## src/rtl/router_rx_sink.sv

```systemverilog
// Receive side of one router output port. Drains the port FIFO, parses
// {len, addr} headers, streams header + payload downstream with SOP/EOP,
// checks parity and address, and keeps saturating good/bad packet counts.
module router_rx_sink #(
  parameter logic [1:0]  PORT_ID       = 2'd0,
  parameter int unsigned START_DELAY   = 0,
  parameter int unsigned ABORT_TIMEOUT = 32
) (
  input  logic        clk,
  input  logic        resetn,
  input  logic        vldout,
  input  logic [7:0]  data_out,
  output logic        read_enb,
  input  logic        down_ready,
  output logic [7:0]  pkt_data,
  output logic        pkt_vld,
  output logic        pkt_sop,
  output logic        pkt_eop,
  output logic        pkt_done,
  output logic [5:0]  pkt_len,
  output logic        parity_err,
  output logic        addr_err,
  output logic        trunc_err,
  output logic [15:0] pkt_cnt,
  output logic [15:0] err_cnt
);

  localparam int unsigned LoW       = $clog2(ABORT_TIMEOUT);
  localparam logic [LoW-1:0] AbortLast = LoW'(ABORT_TIMEOUT - 1);
  localparam logic [LoW-1:0] LoOne     = LoW'(1);
  localparam logic [4:0]     StartDly  = 5'(START_DELAY);

  typedef enum logic [1:0] {StIdle, StHdr, StBody, StCheck} state_e;

  // Output/skid entries are {sop, eop, data}.
  state_e         state_q, state_d;
  logic [4:0]     dly_cnt_q, dly_cnt_d;
  logic [LoW-1:0] lo_cnt_q, lo_cnt_d;
  logic [6:0]     req_left_q, req_left_d;
  logic [5:0]     rx_cnt_q, rx_cnt_d;
  logic [5:0]     len_q, len_d;
  logic [7:0]     par_q, par_d;
  logic           aerr_q, aerr_d;
  logic           perr_q, perr_d;
  logic           rd_pend_q, rd_pend_d;
  logic           read_enb_q, read_enb_d;
  logic [9:0]     out_q, out_d;
  logic           out_vld_q, out_vld_d;
  logic [9:0]     skid_q, skid_d;
  logic           skid_vld_q, skid_vld_d;
  logic           pkt_done_q, pkt_done_d;
  logic           parity_err_q, parity_err_d;
  logic           addr_err_q, addr_err_d;
  logic           trunc_err_q, trunc_err_d;
  logic [5:0]     pkt_len_q, pkt_len_d;
  logic [15:0]    pkt_cnt_q, pkt_cnt_d;
  logic [15:0]    err_cnt_q, err_cnt_d;

  logic           rd_acc;
  logic           abort;
  logic           push;
  logic [9:0]     push_ent;
  logic           xfer;

  assign rd_acc = read_enb_q && vldout;
  assign xfer   = out_vld_q && down_ready;

  // Packet FSM: header parse, payload/parity accounting, completion and abort.
  always_comb begin
    state_d      = state_q;
    dly_cnt_d    = dly_cnt_q;
    lo_cnt_d     = '0;
    req_left_d   = req_left_q;
    rx_cnt_d     = rx_cnt_q;
    len_d        = len_q;
    par_d        = par_q;
    aerr_d       = aerr_q;
    perr_d       = perr_q;
    rd_pend_d    = rd_acc;
    pkt_done_d   = 1'b0;
    parity_err_d = 1'b0;
    addr_err_d   = 1'b0;
    trunc_err_d  = 1'b0;
    pkt_len_d    = pkt_len_q;
    pkt_cnt_d    = pkt_cnt_q;
    err_cnt_d    = err_cnt_q;
    abort        = 1'b0;
    push         = 1'b0;
    push_ent     = '0;

    if (rd_acc) begin
      req_left_d = req_left_q - 7'd1;
    end

    // Consecutive vldout-low cycles while a packet is open.
    if ((state_q == StHdr || state_q == StBody) && !vldout) begin
      if (lo_cnt_q == AbortLast) begin
        abort = 1'b1;
      end else begin
        lo_cnt_d = lo_cnt_q + LoOne;
      end
    end

    unique case (state_q)
      StIdle: begin
        if (vldout) begin
          if (dly_cnt_q == StartDly) begin
            state_d    = StHdr;
            req_left_d = 7'd1;
            dly_cnt_d  = '0;
          end else begin
            dly_cnt_d = dly_cnt_q + 5'd1;
          end
        end else begin
          dly_cnt_d = '0;
        end
      end
      StHdr: begin
        if (!abort && rd_pend_q) begin
          len_d      = data_out[7:2];
          par_d      = data_out;
          aerr_d     = (data_out[1:0] != PORT_ID);
          perr_d     = 1'b0;
          push       = 1'b1;
          push_ent   = {1'b1, (data_out[7:2] == 6'd0), data_out};
          req_left_d = {1'b0, data_out[7:2]} + 7'd1;
          rx_cnt_d   = '0;
          state_d    = StBody;
        end
      end
      StBody: begin
        if (!abort && rd_pend_q) begin
          if (rx_cnt_q == len_q) begin
            // Byte len+1 is the parity byte; it is checked, not forwarded.
            perr_d  = (par_q != data_out);
            state_d = StCheck;
          end else begin
            par_d    = par_q ^ data_out;
            push     = 1'b1;
            push_ent = {1'b0, (rx_cnt_q == len_q - 6'd1), data_out};
            rx_cnt_d = rx_cnt_q + 6'd1;
          end
        end
      end
      StCheck: begin
        pkt_done_d   = 1'b1;
        parity_err_d = perr_q;
        addr_err_d   = aerr_q;
        pkt_len_d    = len_q;
        if (perr_q || aerr_q) begin
          if (err_cnt_q != 16'hFFFF) err_cnt_d = err_cnt_q + 16'd1;
        end else begin
          if (pkt_cnt_q != 16'hFFFF) pkt_cnt_d = pkt_cnt_q + 16'd1;
        end
        state_d = StIdle;
      end
      default: state_d = StIdle;
    endcase

    if (abort) begin
      state_d     = StIdle;
      pkt_done_d  = 1'b1;
      trunc_err_d = 1'b1;
      req_left_d  = '0;
      rd_pend_d   = 1'b0;
      lo_cnt_d    = '0;
      if (err_cnt_q != 16'hFFFF) err_cnt_d = err_cnt_q + 16'd1;
    end
  end

  // Output register plus one-entry skid; skid drains into the output first.
  always_comb begin
    out_d      = out_q;
    out_vld_d  = out_vld_q;
    skid_d     = skid_q;
    skid_vld_d = skid_vld_q;

    if (xfer) begin
      if (skid_vld_q) begin
        out_d      = skid_q;
        skid_vld_d = 1'b0;
      end else begin
        out_vld_d = 1'b0;
      end
    end

    if (abort) begin
      // Skid contents are discarded; terminate whatever is still held.
      skid_vld_d = 1'b0;
      if (out_vld_q && !xfer) begin
        out_d     = out_q;
        out_d[8]  = 1'b1;
        out_vld_d = 1'b1;
      end else begin
        out_vld_d = 1'b0;
      end
    end else if (push) begin
      if (!out_vld_d) begin
        out_d     = push_ent;
        out_vld_d = 1'b1;
      end else begin
        skid_d     = push_ent;
        skid_vld_d = 1'b1;
      end
    end
  end

  // Issue a read only if the byte it returns is guaranteed a free slot even
  // if downstream stalls from now on.
  always_comb begin
    read_enb_d = (req_left_d != 7'd0) && !skid_vld_d && down_ready &&
                 !(out_vld_d && rd_pend_d);
  end

  // Control and status registers.
  always_ff @(posedge clk or negedge resetn) begin
    if (!resetn) begin
      state_q      <= StIdle;
      dly_cnt_q    <= '0;
      lo_cnt_q     <= '0;
      req_left_q   <= '0;
      rx_cnt_q     <= '0;
      len_q        <= '0;
      par_q        <= '0;
      aerr_q       <= 1'b0;
      perr_q       <= 1'b0;
      rd_pend_q    <= 1'b0;
      read_enb_q   <= 1'b0;
      pkt_done_q   <= 1'b0;
      parity_err_q <= 1'b0;
      addr_err_q   <= 1'b0;
      trunc_err_q  <= 1'b0;
      pkt_len_q    <= '0;
      pkt_cnt_q    <= '0;
      err_cnt_q    <= '0;
    end else begin
      state_q      <= state_d;
      dly_cnt_q    <= dly_cnt_d;
      lo_cnt_q     <= lo_cnt_d;
      req_left_q   <= req_left_d;
      rx_cnt_q     <= rx_cnt_d;
      len_q        <= len_d;
      par_q        <= par_d;
      aerr_q       <= aerr_d;
      perr_q       <= perr_d;
      rd_pend_q    <= rd_pend_d;
      read_enb_q   <= read_enb_d;
      pkt_done_q   <= pkt_done_d;
      parity_err_q <= parity_err_d;
      addr_err_q   <= addr_err_d;
      trunc_err_q  <= trunc_err_d;
      pkt_len_q    <= pkt_len_d;
      pkt_cnt_q    <= pkt_cnt_d;
      err_cnt_q    <= err_cnt_d;
    end
  end

  // Streaming data path registers.
  always_ff @(posedge clk or negedge resetn) begin
    if (!resetn) begin
      out_q      <= '0;
      out_vld_q  <= 1'b0;
      skid_q     <= '0;
      skid_vld_q <= 1'b0;
    end else begin
      out_q      <= out_d;
      out_vld_q  <= out_vld_d;
      skid_q     <= skid_d;
      skid_vld_q <= skid_vld_d;
    end
  end

  assign read_enb   = read_enb_q;
  assign pkt_data   = out_q[7:0];
  assign pkt_vld    = out_vld_q;
  assign pkt_sop    = out_vld_q && out_q[9];
  assign pkt_eop    = out_vld_q && out_q[8];
  assign pkt_done   = pkt_done_q;
  assign pkt_len    = pkt_len_q;
  assign parity_err = parity_err_q;
  assign addr_err   = addr_err_q;
  assign trunc_err  = trunc_err_q;
  assign pkt_cnt    = pkt_cnt_q;
  assign err_cnt    = err_cnt_q;

endmodule
```

## config.mk

```make
export PLATFORM = sky130hd
export DESIGN_NAME = router_rx_sink
export DESIGN_NICKNAME = d
export VERILOG_FILES = /design/src/rtl/router_rx_sink.sv
export SDC_FILE = /design/constraint.sdc
export NUM_CORES = 1
export LEC_CHECK = 0
export BUFFER_PORTS_ARGS = -buffer_cell sky130_fd_sc_hd__clkbuf_2
export CAP_MARGIN = 40
export CORE_MARGIN = 1
export CORE_UTILIZATION = 45
export DETAILED_ROUTE_END_ITERATION = 8
export MAX_ROUTING_LAYER = met4
export PLACE_DENSITY = 0.73
export SETUP_SLACK_MARGIN = 0.4
export SLEW_MARGIN = 25
export SYNTH_ARGS = -nofsm -noshare
export SYNTH_HDL_FRONTEND = slang
export SYNTH_SLANG_ARGS = --single-unit
```

## constraint.sdc

```tcl
create_clock -name clk -period 2.5 [get_ports clk]
set_input_delay 0.25 -clock clk [delete_from_list [all_inputs] [get_ports clk]]
set_output_delay 0.25 -clock clk [all_outputs]
set_load 0.01 [all_outputs]
```

==> results of run 1 <==
==> report_power, final <==
group          internal [mW]  switching, mW
logic                   1.34           1.50
registers               2.26          0.514
clock network          0.936          0.645
==> metal layers <==
metal / global-route usage [%] / vias to the layer above / part of all wire (%)
met5: - / - / 0
met4: 8.947 / 0 / 2.9
met3: 3.964 / 37 / 3.2
met2: 34.32 / 91 / 50
met1: 25.62 / 2251 / 44
li1: - / 2092 / -
==> what timing repair did <==
action	in CTS	in global routing
pin swaps	12	22
endpoints found under the setup margin	41	43
setup buffers	17	20
gates cloned	1	2
hold buffers	1	0
gates resized for setup	35	45
endpoints found under the hold margin	48	0
==> worst max-delay path: cells and delay by family, from the launching register on <==
family | cells | cell delay (ps)
adders and majority gates | 1 | 140
AOI/OAI and AO/OA | 1 | 180
DFF | 1 | 390
buffers and inverters | 1 | 90
xor gates and xnor gates | 1 | 170
and+or+nand+nor | 5 | 1160
==> worst min path at each step <==
| stage | startpoint | endpoint | slack [ps] |
|---|---|---|---|
| after floorplan | resetn | addr_err$_DFF_PN0_ | -50 |
| after global placement | resetn | pkt_cnt[14]$_DFFE_PN0P_ | 300 |
| after detailed placement | resetn | pkt_cnt[13]$_DFFE_PN0P_ | 320 |
| after CTS | down_ready | out_q[8]$_DFF_PN0_ | 130 |
| after global routing | down_ready | out_q[8]$_DFF_PN0_ | 140 |
| final | down_ready | out_q[8]$_DFF_PN0_ | 140 |
==> flip-flops by register name (all words and copies together), names as in the netlist, 2 cells and up <==
signal	count
pkt_cnt	16
rx_cnt_q	6
req_left_q	7
dly_cnt_q	5
par_q	8
state_q	2
len_q	6
lo_cnt_q	5
err_cnt	16
pkt_len	6
skid_q	10
out_q	10
==> metrics by stage <==
stage,area (µm²),std cells,total power [mW]
floorplan,5550,551,4.369
global placement,5996,750,4.894
detailed placement,5996,750,5.000
CTS,6659,785,6.824
global route,7032,807,7.601
finish,7032,807,7.192
==> area by class of cell <==
class | instances | area, µm² | area share, %
inverter | 34 | 130.1 | 1.851
multi-input combinational | 388 | 2914 | 41.44
timing repair buffer | 115 | 783.3 | 11.14
tap | 147 | 183.9 | 2.616
clock inverter | 5 | 82.58 | 1.174
clock buffer | 11 | 252.7 | 3.594
sequential | 107 | 2685 | 38.19
==> logic make-up after synthesis <==
group	after synthesis	synth area share (%)
AO/OA/AOI/OAI	84	9.299
adder cells (fa/ha/maj)	15	3.394
XOR/XNOR	66	10.45
buffers and inverters	57	5.045
flip-flops	107	48.42
multiplexers	26	5.158
AND/OR/NAND/NOR	196	18.24
==> cell usage in the layout (no fill, tap or decap), types with 21 or more instances in the layout <==
| cell | instances |
|---|---|
| sky130_fd_sc_hd__a21oi_1 | 24 |
| sky130_fd_sc_hd__buf_4 | 40 |
| sky130_fd_sc_hd__clkbuf_2 | 64 |
| sky130_fd_sc_hd__dfrtp_1 | 101 |
| sky130_fd_sc_hd__inv_1 | 31 |
| sky130_fd_sc_hd__nand2_1 | 65 |
| sky130_fd_sc_hd__nand3_1 | 21 |
| sky130_fd_sc_hd__nor2_1 | 32 |
| sky130_fd_sc_hd__xnor2_1 | 23 |
| sky130_fd_sc_hd__xor2_1 | 38 |
==> metrics.sh, run 1 <==
OUTCOME='completed'
FINALSETUPVIOLATIONS=0
TIMING.CRITICAL_PATH.CELLS='inv_2 -> ha_4 -> or3b_1 -> or4_4 -> xor2_2 -> a2bb2oi_2 -> nand4b_1 -> nor4_2 -> nor4b_2'
DRT_FIRST_PASS_ITERS=4
START_KIND='flop'
CTS_TREE='yes'
WHS_PATH_DEPTH=2
SEQ_AREA_FRAC_SYNTH_PCT=48.42
PATH_MAX_FANOUT=2
AREAGROWTHSYNTHTOFINISH_PCT=27.15
WORST-SETUP-PATH-TYPE='flop to flop'
TIMING.FMAX_GHz=0.4444
POST_DRT_WL_PER_CELL_UM=16.31
GRT_PASS1_VIAS=4264
RSZ0062_AT_GRT='yes'
FINAL.FILL_COUNT=972
TIMING.CRITICAL_PATH.REQUIRED_PS=2730
FINAL.SETUP_SKEW_PS=7.508
DP_HPWL_MM=8.482
CLOCK_TREE.ROOT_CELL='sky130_fd_sc_hd__clkbuf_16'
SYNTH.NET_COUNT=578
SHARE_OF_THE_SYNTHESIZED_AREA_IN_THE_TOP_CELL_TYPE_PCT=48.42
SYN_AREA_PER_CELL_UM2=10.04
GRT_FIRST_PASS_WIRELENGTH_MM=20.56
DESIGN.FINAL.NETS=682
MAX_SLEW_MARGIN_PCT=51.09
DETAIL-ROUTE-ANTENNA-NETS=0
FP.DIEAREA_UM2=12740
CRITICAL_PATH_DESTINATION='read_enb$_DFF_PN0_'
WORST_SETUP_HOLD_PATH_CLK_SLEW_PS=70
TIMING.HOLD.WORST.CLASS='input port to flop'
SLOWEST_DELAY_PS=430
YS.WARNINGS.COUNT=0
WORST-R2R-SETUP-SLACK_PS=250
SYNTH_CELL_TYPES=56
WIRELENGTH_MM=13.17
GLOBALROUTE.TOTALOVERFLOW=0
POST_ROUTE_CELLS_DRIVE_ABOVE_1_SHARE_PCT=33.18
INITIAL_UTIL_PCT=46.04
FIN_TNS_SETUP_PS=0
CTS_MADE_BUFFERS=9
TIMING.FINAL.HOLD_VIOLATIONS=0
CLOCK-SINKS=107
WORST_SLEW_PIN_SLEW_PS=731.6
SETUP_SLACK_PS=249.6
SYNTH.LARGEST_AREA_CELL='sky130_fd_sc_hd__dfrtp_1'
GP_ROUTABILITY_CONGESTION=0.9021
HOLDWS_PS=143.4
WORST_R2R_PATH_DEPTH=9
POWER_PER_CELL_AREA_nW_PER_UM2=1023
PLACE_WS_PS=70.57
NUM_IO_PINS=66
DIE_W_UM=112.9
WORST_SKEW_PAIR_LATER_PIN_LATENCY_PS=360
MAX-CAP-VIOLATIONS=0
SYNTH-ASYNC-RESET-RATIO_PCT=100.0
POSTSYNTHCELLCOUNT=551
YS_DOMINANT_REG_CELL='sky130_fd_sc_hd__dfrtp_1'
DETAIL_ROUTE.ITER0.VIOLATIONS=213
GRT_ANTENNA_BEFORE_REPAIR=0
WORSTPATHARRIVAL_PS=2480
BUFFER_PORTS.INSERTED=65
TIMING.CRITICAL_PATH.SLOWEST_STAGE_CELL='sky130_fd_sc_hd__or4_4'
AREA_OF_THE_PLACEABLE_CORE_UM2=12010
POST-ROUTE-UTIL_PCT=58.54
POST-ROUTE-DRC-COUNT=0
CTS-ROOT-TO-SINK-BUFFERS=2
ROUTED-VIA-COUNT=4471
CRITPATHLAUNCH='req_left_q[0]$_DFF_PN0_'
GRT_MAX_DEGREE=60
EDFF_COUNT_SYNTH=0
P_LEAK_nW=3.327
CTS.HTREE.LEVELS=3
NETLIST_AREA_UM2=5530
SYNTH_SEQ_CELLS=107
POST-ROUTE-MIN-PERIOD_PS=2250
R2R-END='read_enb$_DFF_PN0_'
DRT-VIAS-PER-INSTANCE=5.540
LEADING_POST_SYNTHESIS_CELLS_BY_CELL_AREA='sky130_fd_sc_hd__dfrtp_1 48%, sky130_fd_sc_hd__xor2_1 6.2%, sky130_fd_sc_hd__nand2_1 4.7%'
FINAL_MAX_SLEW_VIOL_COUNT=0
MIN_PERIOD_OVER_PERIOD_PCT=90.02
IR_WORST_VDD_V=0.0005518
DIE_H_UM=112.9
POST-SYNTH-TOP-COUNT-CELL='sky130_fd_sc_hd__dfrtp_1'
CORE.ROWCOUNT=40
REG2REG_FROM='req_left_q[0]$_DFF_PN0_'
SETUP.WORST_PATH.END_CLASS='flop'
ANTENNA-DIODE-COUNT=0
YS_TOP_CELLS_BY_COUNT='107 x sky130_fd_sc_hd__dfrtp_1, 69 x sky130_fd_sc_hd__nand2_1, 39 x sky130_fd_sc_hd__xor2_1'
TRACK_USAGE_PCT=21.01
Note: power is estimated with default switching activity, not from simulation.
==> run 2, diff against run 1 <==
Clock period 2.5 ns to 2.26 ns, I/O delays scaled along.
==> run 2 against run 1 <==
Effect of this change: sequential cell count unchanged; register-to-register slack got worse by 230 ps; maximum frequency increased by 0.54%; critical path depth stayed put; cell count increased by 4.7%; worst setup slack got worse by 230 ps; clock power shrank 7%; critical path type unchanged; largest power group unchanged; highest routed layer unchanged.
==> metrics.sh, run 2 (same netlist as run 1, synthesis figures left out) <==
FINISH.INSTANCE_AREA_UM2=7545  # was 7032 µm²
MIN_PERIOD_OVER_PERIOD_PCT=99.04  # was 90.02%
TIMING.CRITICAL_PATH.SLOWEST_STAGE_CELL='sky130_fd_sc_hd__or4_4'  # unchanged
TIMING.HOLD.WORST.CLASS='input port to flop'  # unchanged
POST_DRT_WL_PER_CELL_UM=16.54  # was 16.31 µm
PATH_MAX_FANOUT=2  # unchanged
TIMING.FINAL.HOLD_VIOLATIONS=0  # unchanged
START_KIND='flop'  # unchanged
DP.CELLS=761  # was 750
TIMING.CRITICAL_PATH.CELLS='inv_2 -> ha_4 -> or3b_1 -> or4_4 -> xor2_2 -> a2bb2oi_2 -> nand4b_1 -> nor4_2 -> nor4b_2'  # unchanged
TIMING.FMAX_GHz=0.4468  # was 0.4444 GHz
POST-LAYOUT-TOTAL-POWER_mW=8.055  # was 7.192 mW
DRT_FIRST_PASS_ITERS=4  # unchanged
INITIAL_UTIL_PCT=46.04  # unchanged
DIE_W_UM=112.9  # unchanged
GRT_PASS1_VIAS=4553  # was 4264
FINAL.SETUP_SKEW_PS=8.858  # was 7.508 ps
WORST_SKEW_PAIR_LATER_PIN_LATENCY_PS=360  # about the same
WIRELENGTH_MM=13.97  # was 13.17 mm
WORST_SLEW_PIN_SLEW_PS=561.2  # was 731.6 ps
DESIGN.FINAL.NETS=720  # was 682
CTS_TREE='yes'  # unchanged
POST_ROUTE_CELLS_DRIVE_ABOVE_1_SHARE_PCT=41.40  # was 33.18%
OUTCOME='completed'  # unchanged
FP.DIEAREA_UM2=12740  # unchanged
DETAIL-ROUTE-ANTENNA-NETS=0  # unchanged
CLOCK-SINKS=107  # unchanged
WORST-SETUP-PATH-TYPE='flop to flop'  # unchanged
IR_WORST_VDD_V=0.0004019  # was 0.0005518 V
CLOCK_TREE.ROOT_CELL='sky130_fd_sc_hd__clkbuf_16'  # unchanged
WORSTPATHARRIVAL_PS=2470  # was 2480 ps
TIMING.CRITICAL_PATH.REQUIRED_PS=2490  # was 2730 ps
PLACE_WS_PS=-29.25  # was 70.57 ps
CRIT_FAMILY='simple AND/OR/NAND/NOR gates'  # unchanged
CORE.ROWCOUNT=40  # unchanged
RSZ0062_AT_GRT='yes'  # unchanged
ROUTED-VIA-COUNT=4589  # was 4471
ANTENNA-DIODE-COUNT=0  # unchanged
AREAGROWTHSYNTHTOFINISH_PCT=36.43  # was 27.15%
POST-ROUTE-DRC-COUNT=0  # unchanged
NUM_IO_PINS=66  # unchanged
FINAL_MAX_SLEW_VIOL_COUNT=0  # unchanged
WORST-PATH-BUF-INV=1  # unchanged
PLACE_AREA_UM2=6232  # was 5996 µm²
POST-ROUTE-MIN-PERIOD_PS=2238  # was 2250 ps
SLOWEST_DELAY_PS=430  # about the same
MAX_SLEW_MARGIN_PCT=62.19  # was 51.09%
GLOBALROUTE.TOTALOVERFLOW=0  # unchanged
DIE_H_UM=112.9  # unchanged
AREA_OF_THE_PLACEABLE_CORE_UM2=12010  # unchanged
DETAIL_ROUTE.ITER0.VIOLATIONS=246  # was 213
MOST-COMMON-LAYOUT-CELLS='102 x sky130_fd_sc_hd__dfrtp_1, 66 x sky130_fd_sc_hd__clkbuf_2, 59 x sky130_fd_sc_hd__buf_4'  # was 101 x sky130_fd_sc_hd__dfrtp_1, 65 x sky130_fd_sc_hd__nand2_1, 64 x sky130_fd_sc_hd__clkbuf_2
DP_HPWL_MM=8.573  # was 8.482 mm
GRT_MAX_DEGREE=58  # was 60
POWER_PER_CELL_AREA_nW_PER_UM2=1068  # was 1023 nW/µm²
TRACK_USAGE_PCT=22.64  # was 21.01%
GRT_FIRST_PASS_WIRELENGTH_MM=22.34  # was 20.56 mm
LAYOUT.CELLS.NON_FILLER=845  # was 807
FIN_TNS_SETUP_PS=0  # unchanged
WORST_SETUP_HOLD_PATH_CLK_SLEW_PS=70  # about the same
P_LEAK_nW=3.653  # was 3.327 nW
CTS.HTREE.LEVELS=3  # unchanged
SETUP_SLACK_PS=21.70  # was 249.6 ps
MULTI_INPUT_COMB_AREA_UM2=3158  # was 2914 µm²
GRT_ANTENNA_BEFORE_REPAIR=0  # unchanged
MAX-CAP-VIOLATIONS=0  # unchanged
FINAL.FILL_COUNT=917  # was 972
FINALSETUPVIOLATIONS=0  # unchanged
BUFFER_PORTS.INSERTED=65  # unchanged
FINAL-SEQ-AREA_UM2=2684  # was 2685 µm²
CTS_MADE_BUFFERS=9  # unchanged
DRT-VIAS-PER-INSTANCE=5.431  # was 5.540
COMMONEST_NON_FILL_NON_TAP_CELL_IN_THE_LAYOUT='sky130_fd_sc_hd__dfrtp_1'  # unchanged
SETUP.WORST_PATH.END_CLASS='flop'  # unchanged
CTS-ROOT-TO-SINK-BUFFERS=2  # unchanged
GP_ROUTABILITY_CONGESTION=0.8693  # was 0.9021
[run 2: metrics by stage]
step	hold slack (ps)	utilization, %
6_report	105.4	62.81
5_1_grt	126.2	62.81
4_1_cts	91.92	59.06
3_5_place_dp	202.1	51.89
3_3_place_gp	189.6	51.89
2_1_floorplan	-69.59	-
[run 2: what timing repair did]
| action | CTS | global route |
|---|---|---|
| pin swaps | 30 | 29 |
| setup endpoints to repair | 56 | 72 |
| gates cloned | 3 | 0 |
| buffers inserted | 38 | 24 |
| resized for setup | 60 | 64 |
| hold buffers | 1 | 0 |
| hold endpoints to repair | 31 | 0 |
[run 2: layout make-up]
class,count,area share (%)
multi-input cells,389,41.86
flip-flops and latches,107,35.57
repair buffers,152,14.91
clock buffers,12,3.134
well taps,147,2.438
inverters,34,1.725
clock inverters,4,0.3648
[run 2: metal layers]
| layer | track usage, % | up-vias | part of all wire [%] |
|---|---|---|---|
| met2 | 36.58 | 93 | 52 |
| li1 | - | 2163 | - |
| met3 | 3.428 | 28 | 2.8 |
| met1 | 28.59 | 2305 | 43 |
| met4 | 9.474 | 0 | 2.4 |
| met5 | - | - | 0 |
[run 2: path summary, 6_finish.rpt]
path,start,endpoint,slack (ps),cells past startpoint
worst min-delay path,down_ready,skid_vld_q$_DFF_PN0_,110,2
min in group asynchronous,resetn,pkt_cnt[12]$_DFFE_PN0P_,360,2
max in group asynchronous,resetn,err_cnt[3]$_DFF_PN0_,1220,3
worst max register to register,req_left_q[0]$_DFF_PN0_,read_enb$_DFF_PN0_,20,9
worst max-delay path,req_left_q[0]$_DFF_PN0_,read_enb$_DFF_PN0_,20,9
worst min register to register,pkt_cnt[5]$_DFFE_PN0P_,pkt_cnt[5]$_DFFE_PN0P_,510,1
[run 2: power by group]
part           internal, mW  switching (mW)
Sequential             2.50           0.551
Combinational          1.75            1.78
Clock                 0.750           0.721
==> run 3, diff against run 2 <==
Settings changed: REMOVE_ABC_BUFFERS set to 1, SKIP_LAST_GASP set to 1.
==> run 3 against run 2 <==
Effect of this change: the run now ends with setup timing left; cell area up 3.8%; die area unchanged; wire length grew 8.7%; sequential cell count unchanged; critical path depth is 2 higher; largest cell class unchanged; largest power group unchanged.
==> metrics.sh, run 3 (same netlist as run 1, synthesis figures left out) <==
DRT-VIAS-PER-INSTANCE=5.573  # was 5.431
TIMING.HOLD.WORST.CLASS='input port to flop'  # unchanged
FINISH.INSTANCE_AREA_UM2=7830  # was 7545 µm²
CRIT_FAMILY='simple AND/OR/NAND/NOR gates'  # unchanged
MOST-COMMON-LAYOUT-CELLS='105 x sky130_fd_sc_hd__dfrtp_1, 65 x sky130_fd_sc_hd__clkbuf_2, 64 x sky130_fd_sc_hd__buf_4'  # was 102 x sky130_fd_sc_hd__dfrtp_1, 66 x sky130_fd_sc_hd__clkbuf_2, 59 x sky130_fd_sc_hd__buf_4
POST-ROUTE-DRC-COUNT=0  # unchanged
PATH_MAX_FANOUT=4  # was 2
WORST-PATH-BUF-INV=1  # unchanged
RSZ0062_AT_GRT='yes'  # unchanged
CTS-ROOT-TO-SINK-BUFFERS=2  # unchanged
CORE.ROWCOUNT=40  # unchanged
WORST_SETUP_HOLD_PATH_CLK_SLEW_PS=70  # about the same
FINAL.FILL_COUNT=898  # was 917
CTS_MADE_BUFFERS=9  # unchanged
SLOWEST_DELAY_PS=380  # was 430 ps
LAYOUT.CELLS.NON_FILLER=853  # was 845
POST_ROUTE_CELLS_DRIVE_ABOVE_1_SHARE_PCT=44.90  # was 41.40%
TIMING.FINAL.HOLD_VIOLATIONS=0  # unchanged
CLOCK-SINKS=107  # unchanged
POST-ROUTE-MIN-PERIOD_PS=2365  # was 2238 ps
COMMONEST_NON_FILL_NON_TAP_CELL_IN_THE_LAYOUT='sky130_fd_sc_hd__dfrtp_1'  # unchanged
BUFFER_PORTS.INSERTED=65  # unchanged
WORST_SKEW_PAIR_LATER_PIN_LATENCY_PS=350  # was 360 ps
CTS.HTREE.LEVELS=3  # unchanged
AREAGROWTHSYNTHTOFINISH_PCT=41.58  # was 36.43%
FINALSETUPVIOLATIONS=15  # was 0
GP_ROUTABILITY_CONGESTION=0.8552  # was 0.8693
DP_HPWL_MM=8.639  # was 8.573 mm
FINAL_MAX_SLEW_VIOL_COUNT=0  # unchanged
FP.DIEAREA_UM2=12740  # unchanged
POWER_PER_CELL_AREA_nW_PER_UM2=1088  # was 1068 nW/µm²
VIOLATED_CHECKS='setup timing'
ANTENNA-DIODE-COUNT=0  # unchanged
POST-LAYOUT-TOTAL-POWER_mW=8.521  # was 8.055 mW
SETUP.WORST_PATH.END_CLASS='flop'  # unchanged
OUTCOME='complete, but fails checks'  # was completed
TIMING.CRITICAL_PATH.MODE_CELL='sky130_fd_sc_hd__a21oi_1'
TIMING.FMAX_GHz=0.4228  # was 0.4468 GHz
INITIAL_UTIL_PCT=46.04  # unchanged
DIE_W_UM=112.9  # unchanged
MAX-CAP-VIOLATIONS=0  # unchanged
DETAIL-ROUTE-ANTENNA-NETS=0  # unchanged
DESIGN.FINAL.NETS=728  # was 720
ROUTED-VIA-COUNT=4754  # was 4589
GRT_FIRST_PASS_WIRELENGTH_MM=22.93  # was 22.34 mm
DP.CELLS=781  # was 761
SETUP_SLACK_PS=-105.4  # was 21.70 ps
WIRELENGTH_MM=15.19  # was 13.97 mm
GLOBALROUTE.TOTALOVERFLOW=0  # unchanged
AREA_OF_THE_PLACEABLE_CORE_UM2=12010  # unchanged
P_LEAK_nW=3.679  # was 3.653 nW
CTS_TREE='yes'  # unchanged
TIMING.CRITICAL_PATH.CELLS='ha_2 -> and3_4 -> ha_4 -> nand3b_4 -> clkinvlp_4 -> nor3_1 -> a21oi_1 -> a21oi_1 -> nor2_1 -> nor4_2 -> nor4b_2'  # was inv_2 -> ha_4 -> or3b_1 -> or4_4 -> xor2_2 -> a2bb2oi_2 -> nand4b_1 -> nor4_2 -> nor4b_2
MIN_PERIOD_OVER_PERIOD_PCT=104.7  # was 99.04%
GRT_ANTENNA_BEFORE_REPAIR=0  # unchanged
DIE_H_UM=112.9  # unchanged
IR_WORST_VDD_V=0.0007797  # was 0.0004019 V
TIMING.CRITICAL_PATH.SLOWEST_STAGE_CELL='sky130_fd_sc_hd__dfrtp_1'  # was sky130_fd_sc_hd__or4_4
DETAIL_ROUTE.ITER0.VIOLATIONS=251  # was 246
PLACE_AREA_UM2=6223  # was 6232 µm²
DRT_FIRST_PASS_ITERS=5  # was 4
POST_DRT_WL_PER_CELL_UM=17.80  # was 16.54 µm
GRT_PASS1_VIAS=4621  # was 4553
WORST_SLEW_PIN_SLEW_PS=949.4  # was 561.2 ps
GRT_MAX_DEGREE=108  # was 58
MAX_SLEW_MARGIN_PCT=36.53  # was 62.19%
START_KIND='flop'  # unchanged
CLOCK_TREE.ROOT_CELL='sky130_fd_sc_hd__clkbuf_16'  # unchanged
TIMING.CRITICAL_PATH.REQUIRED_PS=2480  # was 2490 ps
TRACK_USAGE_PCT=23.75  # was 22.64%
FINAL.SETUP_SKEW_PS=8.823  # was 8.858 ps
NUM_IO_PINS=66  # unchanged
WORST-SETUP-PATH-TYPE='flop to flop'  # unchanged
WORSTPATHARRIVAL_PS=2590  # was 2470 ps
==> run 3: cell types whose count changed in the layout (fill, tap and decap cells not counted), sizes merged <==
cell	change
clkinv	-3
inv	-1
clkinvlp	+2
bufinv	+1
buf	+10
nand2b	-1
==> run 3: cell type report <==
cell class | count | area, µm² | area share (%)
Timing Repair Buffer | 161 | 1225 | 15.64
Tap cell | 147 | 183.9 | 2.349
Multi-Input combinational cell | 388 | 3303 | 42.19
Inverter | 34 | 131.4 | 1.678
Clock inverter | 3 | 46.29 | 0.5912
Clock buffer | 13 | 260.3 | 3.324
Sequential cell | 107 | 2680 | 34.23
==> run 3: routing by layer <==
metal,share of wire [%],track usage (%),up-vias
met5,0,-,-
met4,2.6,9.211,0
met3,4.1,3.428,40
met2,53,40.25,152
met1,40,28.81,2389
li1,-,-,2173
==> run 3: final timing paths <==
check / start / endpoint / slack, ps / depth (start not counted)
hold reg to reg: pkt_cnt[5]$_DFFE_PN0P_ / pkt_cnt[5]$_DFFE_PN0P_ / 500 / 1
hold / removal: down_ready / skid_vld_q$_DFF_PN0_ / 120 / 2
setup reg to reg: lo_cnt_q[0]$_DFF_PN0_ / read_enb$_DFF_PN0_ / -110 / 11
min in group asynchronous: resetn / err_cnt[8]$_DFF_PN0_ / 490 / 3
setup / recovery: lo_cnt_q[0]$_DFF_PN0_ / read_enb$_DFF_PN0_ / -110 / 11
max in group asynchronous: resetn / rx_cnt_q[3]$_DFFE_PN0P_ / 1340 / 3
==> run 3: report_power, final <==
group	switching, mW	internal (mW)	total [mW]	leakage, nW
registers	0.570	2.49	3.06	1.39
logic	1.97	1.86	3.83	2.15
clock network	0.703	0.924	1.63	0.146
total	3.25	5.28	8.52	3.68
==> run 3: worst register-to-register path: stages (launching register included) <==
cell	delay [ps]
sky130_fd_sc_hd__dfrtp_1	380
sky130_fd_sc_hd__ha_2	190
sky130_fd_sc_hd__and3_4	180
sky130_fd_sc_hd__ha_4	170
sky130_fd_sc_hd__nand3b_4	110
sky130_fd_sc_hd__clkinvlp_4	170
sky130_fd_sc_hd__nor3_1	310
sky130_fd_sc_hd__a21oi_1	70
sky130_fd_sc_hd__a21oi_1	160
sky130_fd_sc_hd__nor2_1	100
sky130_fd_sc_hd__nor4_2	330
sky130_fd_sc_hd__nor4b_2	90
==> run 3: timing repair <==
| action | CTS | global route |
|---|---|---|
| resized for setup | 119 | 86 |
| hold buffers | 1 | 0 |
| endpoints found under the setup margin | 72 | 77 |
| cloned | 3 | 0 |
| buffers inserted | 28 | 23 |
| hold endpoints to repair | 105 | 0 |
| pin swaps | 42 | 43 |
==> run 3: through the flow <==
step | TNS, ps | setup slack (ps) | utilization (%) | hold slack, ps
floorplan | -1760 | -196.4 | - | -69.59
global placement | -21.10 | -21.10 | 51.81 | 341.2
detailed placement | -223.3 | -117.0 | 51.81 | 347.9
CTS | -24.45 | -24.45 | 60.54 | 99.14
global route | -2276 | -197.6 | 65.19 | 114.6
finish | -540.5 | -105.4 | 65.19 | 117.2
